<file path="src/rtl/uart_txq_pkg.sv">
// Shared types and sizing helpers for the UART transmit queue.
package uart_txq_pkg;

  localparam int BYTE_W = 8;

  typedef enum logic [1:0] {
    IDLE      = 2'd0,
    LAUNCH    = 2'd1,
    WAIT_ACK  = 2'd2,
    WAIT_DONE = 2'd3
  } txq_state_e;

  function automatic int ptr_width(input int depth);
    return (depth > 1) ? $clog2(depth) : 1;
  endfunction

endpackage

</file>
<file path="src/rtl/uart_txq_fifo_mem.sv">
// Byte storage for the transmit queue: circular buffer with read/write pointers and an occupancy count.
// Flush clears pointers and count and overrides any push or pop in the same cycle.
module uart_txq_fifo_mem
  import uart_txq_pkg::*;
#(
  parameter int DEPTH = 16
) (
  input  logic                      clk,
  input  logic                      rst,
  input  logic                      push,
  input  logic                      pop,
  input  logic                      flush,
  input  logic [BYTE_W-1:0]         wr_data,
  output logic [BYTE_W-1:0]         head,
  output logic [ptr_width(DEPTH):0] count,
  output logic                      empty,
  output logic                      full
);

  localparam int PTR_W = ptr_width(DEPTH);
  localparam int CNT_W = PTR_W + 1;

  logic [BYTE_W-1:0] mem [DEPTH];
  logic [PTR_W-1:0]  wr_ptr;
  logic [PTR_W-1:0]  rd_ptr;
  logic              do_push;
  logic              do_pop;

  assign full    = (count == CNT_W'(DEPTH));
  assign empty   = (count == '0);
  assign do_push = push && !full && !flush;
  assign do_pop  = pop && !empty && !flush;
  assign head    = mem[rd_ptr];

  // Pointers wrap naturally because DEPTH is a power of two.
  always_ff @(posedge clk or posedge rst) begin
    if (rst) begin
      wr_ptr <= '0;
      rd_ptr <= '0;
      count  <= '0;
    end else if (flush) begin
      wr_ptr <= '0;
      rd_ptr <= '0;
      count  <= '0;
    end else begin
      if (do_push) begin
        wr_ptr <= wr_ptr + PTR_W'(1);
      end
      if (do_pop) begin
        rd_ptr <= rd_ptr + PTR_W'(1);
      end
      case ({do_push, do_pop})
        2'b10:   count <= count + CNT_W'(1);
        2'b01:   count <= count - CNT_W'(1);
        default: count <= count;
      endcase
    end
  end

  always_ff @(posedge clk) begin
    if (do_push) begin
      mem[wr_ptr] <= wr_data;
    end
  end

endmodule

</file>
<file path="src/rtl/uart_tx_queue.sv">
// Transmit queue in front of a UART: buffers producer bytes and launches one at a time with a start pulse.
// Define UART_TXQ_TIMEOUT_EN to abandon launches that are never acknowledged and raise sticky tx_err.
module uart_tx_queue
  import uart_txq_pkg::*;
#(
  parameter int DEPTH       = 16,
  parameter int ACK_TIMEOUT = 64
) (
  input  logic                      clk,
  input  logic                      rst,
  input  logic                      wr_valid,
  input  logic [BYTE_W-1:0]         wr_data,
  output logic                      wr_ready,
  input  logic                      flush,
  output logic                      uart_start,
  output logic [BYTE_W-1:0]         uart_data,
  input  logic                      uart_ready_i,
  input  logic                      uart_busy_i,
  output logic [ptr_width(DEPTH):0] count,
  output logic                      empty,
  output logic                      full,
  output logic                      tx_err
);

  txq_state_e        state_q;
  txq_state_e        state_d;
  logic              start_d;
  logic [BYTE_W-1:0] data_d;
  logic [BYTE_W-1:0] head;
  logic              push;
  logic              pop;

  // Unsupported sizing leaves this marker block in the elaborated hierarchy.
  if (DEPTH < 2 || (DEPTH & (DEPTH - 1)) != 0 || ACK_TIMEOUT < 2) begin : g_unsupported_params
  end

  assign wr_ready = !full;
  assign push     = wr_valid && wr_ready;

  uart_txq_fifo_mem #(
    .DEPTH (DEPTH)
  ) u_fifo (
    .clk     (clk),
    .rst     (rst),
    .push    (push),
    .pop     (pop),
    .flush   (flush),
    .wr_data (wr_data),
    .head    (head),
    .count   (count),
    .empty   (empty),
    .full    (full)
  );

`ifdef UART_TXQ_TIMEOUT_EN
  localparam int TMR_W = ($clog2(ACK_TIMEOUT + 1) > 8) ? $clog2(ACK_TIMEOUT + 1) : 8;

  logic [TMR_W-1:0] timer_q;
  logic [TMR_W-1:0] timer_d;
  logic             tx_err_q;
  logic             tx_err_d;

  assign tx_err = tx_err_q;

  always_ff @(posedge clk or posedge rst) begin
    if (rst) begin
      timer_q  <= '0;
      tx_err_q <= 1'b0;
    end else begin
      timer_q  <= timer_d;
      tx_err_q <= tx_err_d;
    end
  end
`else
  assign tx_err = 1'b0;
`endif

  always_ff @(posedge clk or posedge rst) begin
    if (rst) begin
      state_q    <= IDLE;
      uart_start <= 1'b0;
      uart_data  <= '0;
    end else begin
      state_q    <= state_d;
      uart_start <= start_d;
      uart_data  <= data_d;
    end
  end

  // A flush in IDLE blocks the launch so the popped byte and the cleared queue never disagree.
  always_comb begin
    state_d = state_q;
    start_d = 1'b0;
    data_d  = uart_data;
    pop     = 1'b0;
`ifdef UART_TXQ_TIMEOUT_EN
    timer_d  = timer_q;
    tx_err_d = tx_err_q;
`endif
    case (state_q)
      IDLE: begin
        if (!empty && uart_ready_i && !flush) begin
          data_d  = head;
          start_d = 1'b1;
          pop     = 1'b1;
          state_d = LAUNCH;
        end
      end
      LAUNCH: begin
        state_d = WAIT_ACK;
`ifdef UART_TXQ_TIMEOUT_EN
        // The launch cycle itself counts toward the acknowledge window.
        timer_d = TMR_W'(1);
`endif
      end
      WAIT_ACK: begin
        if (uart_busy_i) begin
          state_d = WAIT_DONE;
`ifdef UART_TXQ_TIMEOUT_EN
        end else if (timer_q == TMR_W'(ACK_TIMEOUT - 1)) begin
          tx_err_d = 1'b1;
          state_d  = IDLE;
        end else begin
          timer_d = timer_q + TMR_W'(1);
`endif
        end
      end
      WAIT_DONE: begin
        if (uart_ready_i && !uart_busy_i) begin
          state_d = IDLE;
        end
      end
      default: state_d = IDLE;
    endcase
`ifdef UART_TXQ_TIMEOUT_EN
    if (flush) begin
      tx_err_d = 1'b0;
    end
`endif
  end

endmodule

</file>
<file path="config.mk">
export PLATFORM = sky130hd
export DESIGN_NAME = uart_tx_queue
export DESIGN_NICKNAME = d
export VERILOG_FILES = /design/src/rtl/uart_txq_pkg.sv /design/src/rtl/uart_txq_fifo_mem.sv /design/src/rtl/uart_tx_queue.sv
export SDC_FILE = /design/constraint.sdc
export NUM_CORES = 1
export LEC_CHECK = 0
export CAP_MARGIN = 10
export CELL_PAD_IN_SITES_DETAIL_PLACEMENT = 1
export CELL_PAD_IN_SITES_GLOBAL_PLACEMENT = 1
export CORE_UTILIZATION = 52
export DETAILED_ROUTE_END_ITERATION = 8
export PLACE_DENSITY_LB_ADDON = 0.1
export SLEW_MARGIN = 0
export SYNTH_ARGS = -nofsm -noshare
export SYNTH_HDL_FRONTEND = slang
export SYNTH_SLANG_ARGS = --single-unit
</file>
<file path="constraint.sdc">
create_clock -name clk -period 3.1 [get_ports clk]
set_input_delay 0.62 -clock clk [delete_from_list [all_inputs] [get_ports clk]]
set_output_delay 0.62 -clock clk [all_outputs]
set_load 0.05 [all_outputs]
</file>
==> results.py <==
metrics = {
    "routing": {
        "drc_errors": 0,
        "routed_wl_um": 13900,
        "wl_per_cell_um": 24.4,
        "avgViaCountPerCell": 6.01,
        "drt_pass1_iterations": 4,
        "detailedRoute.firstIterationViolations": 220,
        "via_count": 3433,
        "drt.antenna.violating_nets": 0,
    },
    "sta": {
        "rsz_0062_raised_after_global_routing": "no",
        "finalMaxSlewViolations": 0,
        "achievable-frequency_mhz": 347,
        "max_slew.worst_pin.slew_ps": 673,
        "setup_viol": 0,
        "finalCritPeriodShare_pct": 92.9,
        "setup-tns-final_ps": 0,
        "final_critical_period_ps": 2880,
        "post_layout_worst_setup_margin_ps": 219,
        "finalClockSkew_ps": 22.3,
        "timing.final.hold_violations": 0,
        "worst_slew_margin_rel_pct": 55.1,
    },
    "power_and_ir_drop": {
        "vdd_drop_max_mv": 0.481,
        "pwr-share-comb_pct": 17.8,
        "switching_power_uw": 1520,
        "static_power_due_to_leakage_uw": 0.00263,
        "int_pwr_uw": 4050,
        "switching_share_pct": 27.2,
        "seq_power_share_pct": 43.4,
        "power_frac_clock_pct": 38.9,
        "ratio_of_total_power_to_cell_area_mw_per_mm2": 734,
    },
    "clocking": {
        "cts_resized": 0,
        "clock_tree_from_tritoncts": "done",
        "cts_max_level": 4,
        "tritoncts_num_sinks": 152,
        "clock_slew_at_the_register_clock_pins_of_the_worst_setup_and_hold_paths_ps": 60,
        "post-cts-setup-buffers": 0,
        "clock_latency_ps": 430,
        "clockBufferDepth": 2,
        "cts_root_buf": "sky130_fd_sc_hd__clkbuf_16",
        "cts.hold.buffers_added": 0,
        "cts-buffers-inserted": 17,
    },
    "grt": {
        "grt_max_degree": 35,
        "gr-total-overflow": 0,
        "grt_most_used_layer": "met2",
        "global_route_track_usage_on_met1_pct": 32.3,
        "grt_first_pass_wirelength_um": 22300,
        "grtUsageTotal_pct": 25.1,
        "grt.met3_usage_pct": 6.86,
        "initial_antenna_violation_count": 0,
        "gr-usage-met2_pct": 40.5,
        "first_global_vias": 3812,
    },
    "outcome": {
        "outcome": "completed",
    },
    "synth": {
        "synth_top_cell_area_share_pct": 60.6,
        "post_synth_inst_count": 356,
        "synth.cell_area_mm2": 0.00635,
        "syn_nets": 382,
        "post-synth-top-count-cell": "sky130_fd_sc_hd__edfxtp_1",
        "synth_cell_type_count": 49,
        "postSynthAreaPerCell_um2": 17.8,
        "ys.warnings.count": 0,
        "number_of_synthesized_register_bits": 152,
        "yosysTopAreaCell": "sky130_fd_sc_hd__edfxtp_1",
        "post_synth_most_frequent_cells": "sky130_fd_sc_hd__edfxtp_1, sky130_fd_sc_hd__mux4_2, sky130_fd_sc_hd__nor2_1, sky130_fd_sc_hd__dfrtp_1",
        "ys_seq_area_share_pct": 70.0,
        "synth_edf_count": 128,
        "largest_cells_by_area_after_synthesis": "sky130_fd_sc_hd__edfxtp_1, sky130_fd_sc_hd__mux4_2, sky130_fd_sc_hd__dfrtp_1, sky130_fd_sc_hd__mux2i_1, sky130_fd_sc_hd__ha_1",
        "postSynth.topFlopCell": "sky130_fd_sc_hd__edfxtp_1",
        "ys_async_sr_fraction_pct": 15.8,
    },
    "layout": {
        "area_growth_syn_to_layout_pct": 19.5,
        "fin_util_pct": 65.0,
        "antenna_cells_inserted": 0,
        "layout.nets": 441,
        "final_layout_size_suffix_gt1_share_pct": 23.6,
    },
    "floorplanning": {
        "die_h_um": 112,
        "dieWidth_um": 112,
        "initial_utilization_pct": 54.4,
        "die-area_mm2": 0.0127,
        "design.portCount": 32,
        "row_count": 39,
        "core_area_mm2": 0.0117,
    },
    "min_path": {
        "timing.hold.worst.start": "uart_data[0]",
        "hold_class": "reg2reg",
    },
    "worst_setup_path": {
        "worst_r2r_startpoint": "u_fifo.count[1]",
        "required_ps": 3410,
        "critical_path_at_ps": 3190,
        "maximum_fanout_count_along_the_critical_path": 7,
        "critPathKind": "reg2reg",
        "cp-startpoint": "u_fifo.count[1]",
        "critical_path.startpoint_type": "flip-flop",
        "endpoint_kind": "flip-flop",
    },
    "placement": {
        "placement.setup.worst_slack_ps": 107,
        "place.detailed.hpwl_um": 9160,
        "routabilityCongestion": 0.776,
        "port_buffers": 30,
    },
    "run": {
        "max_cap_violations": 0,
    },
}
==> worst paths after layout <==
kind                                         end  slack [ps]  cells past startpoint
max in group asynchronous       u_fifo.wr_ptr[3]        2250                      3
worst min register to register      uart_data[0]         490                      2
min in group asynchronous             state_q[1]         560                      3
worst min-delay path                uart_data[0]         490                      2
worst max register to register   u_fifo.count[4]         220                     10
worst max-delay path             u_fifo.count[4]         220                     10
==> logic make-up after synthesis <==
kind of cell / after synthesis / share of synthesized area, %
mux: 54 / 14.9
simple gates: 68 / 5.26
other cells: 1 / 0.0591
compound gates: 30 / 3.98
xor+xnor: 7 / 0.966
buf+inv: 32 / 2.33
flops: 152 / 70.0
fa+ha+maj: 12 / 2.48
==> metrics by stage <==
stage	instance area, um^2	power [uW]	std cells	hold slack (ps)
floorplan	6350	3110	356	500
global placement	6960	3420	539	474
detailed placement	6960	3450	539	482
CTS	7580	5620	571	497
global route	7580	5780	571	524
finish	7580	5570	571	490
==> layout make-up <==
cell class	instances	area, um^2
flip-flops and latches	152	4440
fillers	1004	4080
multi-input cells	172	1760
repair buffers	59	528
clock buffers	17	425
clock inverters	15	200
well taps	143	179
inverters	13	51.3
==> cells in the final DEF, fill, tap and decap left out, types with 4 or more instances in the layout <==
master | Yosys | layout
sky130_fd_sc_hd__mux2_1 | 4 | 4
sky130_fd_sc_hd__o221ai_1 | 8 | 8
sky130_fd_sc_hd__nand2_1 | 18 | 18
sky130_fd_sc_hd__mux2i_1 | 18 | 18
sky130_fd_sc_hd__dfrtp_1 | 24 | 24
sky130_fd_sc_hd__inv_1 | 12 | 12
sky130_fd_sc_hd__nand3_1 | 4 | 4
sky130_fd_sc_hd__nor2_1 | 26 | 26
sky130_fd_sc_hd__nand2b_1 | 4 | 4
sky130_fd_sc_hd__clkbuf_16 | 0 | 17
sky130_fd_sc_hd__mux4_2 | 32 | 32
sky130_fd_sc_hd__edfxtp_1 | 128 | 128
sky130_fd_sc_hd__buf_4 | 3 | 29
sky130_fd_sc_hd__bufinv_16 | 0 | 4
sky130_fd_sc_hd__clkdlybuf4s50_1 | 0 | 29
sky130_fd_sc_hd__ha_1 | 11 | 11
sky130_fd_sc_hd__xor2_1 | 4 | 4
sky130_fd_sc_hd__nor3_1 | 4 | 4
sky130_fd_sc_hd__clkinvlp_4 | 0 | 4
==> registers in the layout, summed over array words and instances (netlist names) <==
signal / cells
u_fifo.rd_ptr: 4
uart_start: 1
u_fifo.wr_ptr: 4
state_q: 2
uart_data: 8
u_fifo.count: 5
u_fifo.mem: 128
==> critical path: stages, from the launching register on <==
cell	delay (ps)
sky130_fd_sc_hd__dfrtp_1	450
sky130_fd_sc_hd__or4_1	730
sky130_fd_sc_hd__o21ai_4	230
sky130_fd_sc_hd__inv_4	60
sky130_fd_sc_hd__o21ai_0	130
sky130_fd_sc_hd__inv_1	140
sky130_fd_sc_hd__ha_1	370
sky130_fd_sc_hd__nand2b_1	80
sky130_fd_sc_hd__o2bb2ai_1	160
sky130_fd_sc_hd__o2111ai_1	100
sky130_fd_sc_hd__nor4bb_1	320
==> power groups by stage <==
stage,sequential (uW),combinational (uW),clock [uW]
3_3_place_gp,2450,972,0
5_1_grt,2430,1080,2270
2_1_floorplan,2620,482,0
3_5_place_dp,2460,993,0
4_1_cts,2420,1000,2200
6_report,2410,989,2160
==> layer usage <==
metal  up-vias  wire (um)
li1       1516          -
met1      1799       5920
met2        95       7000
met3        23        635
met4         0        366
met5         -          0
(Power assumes the default switching activity.)
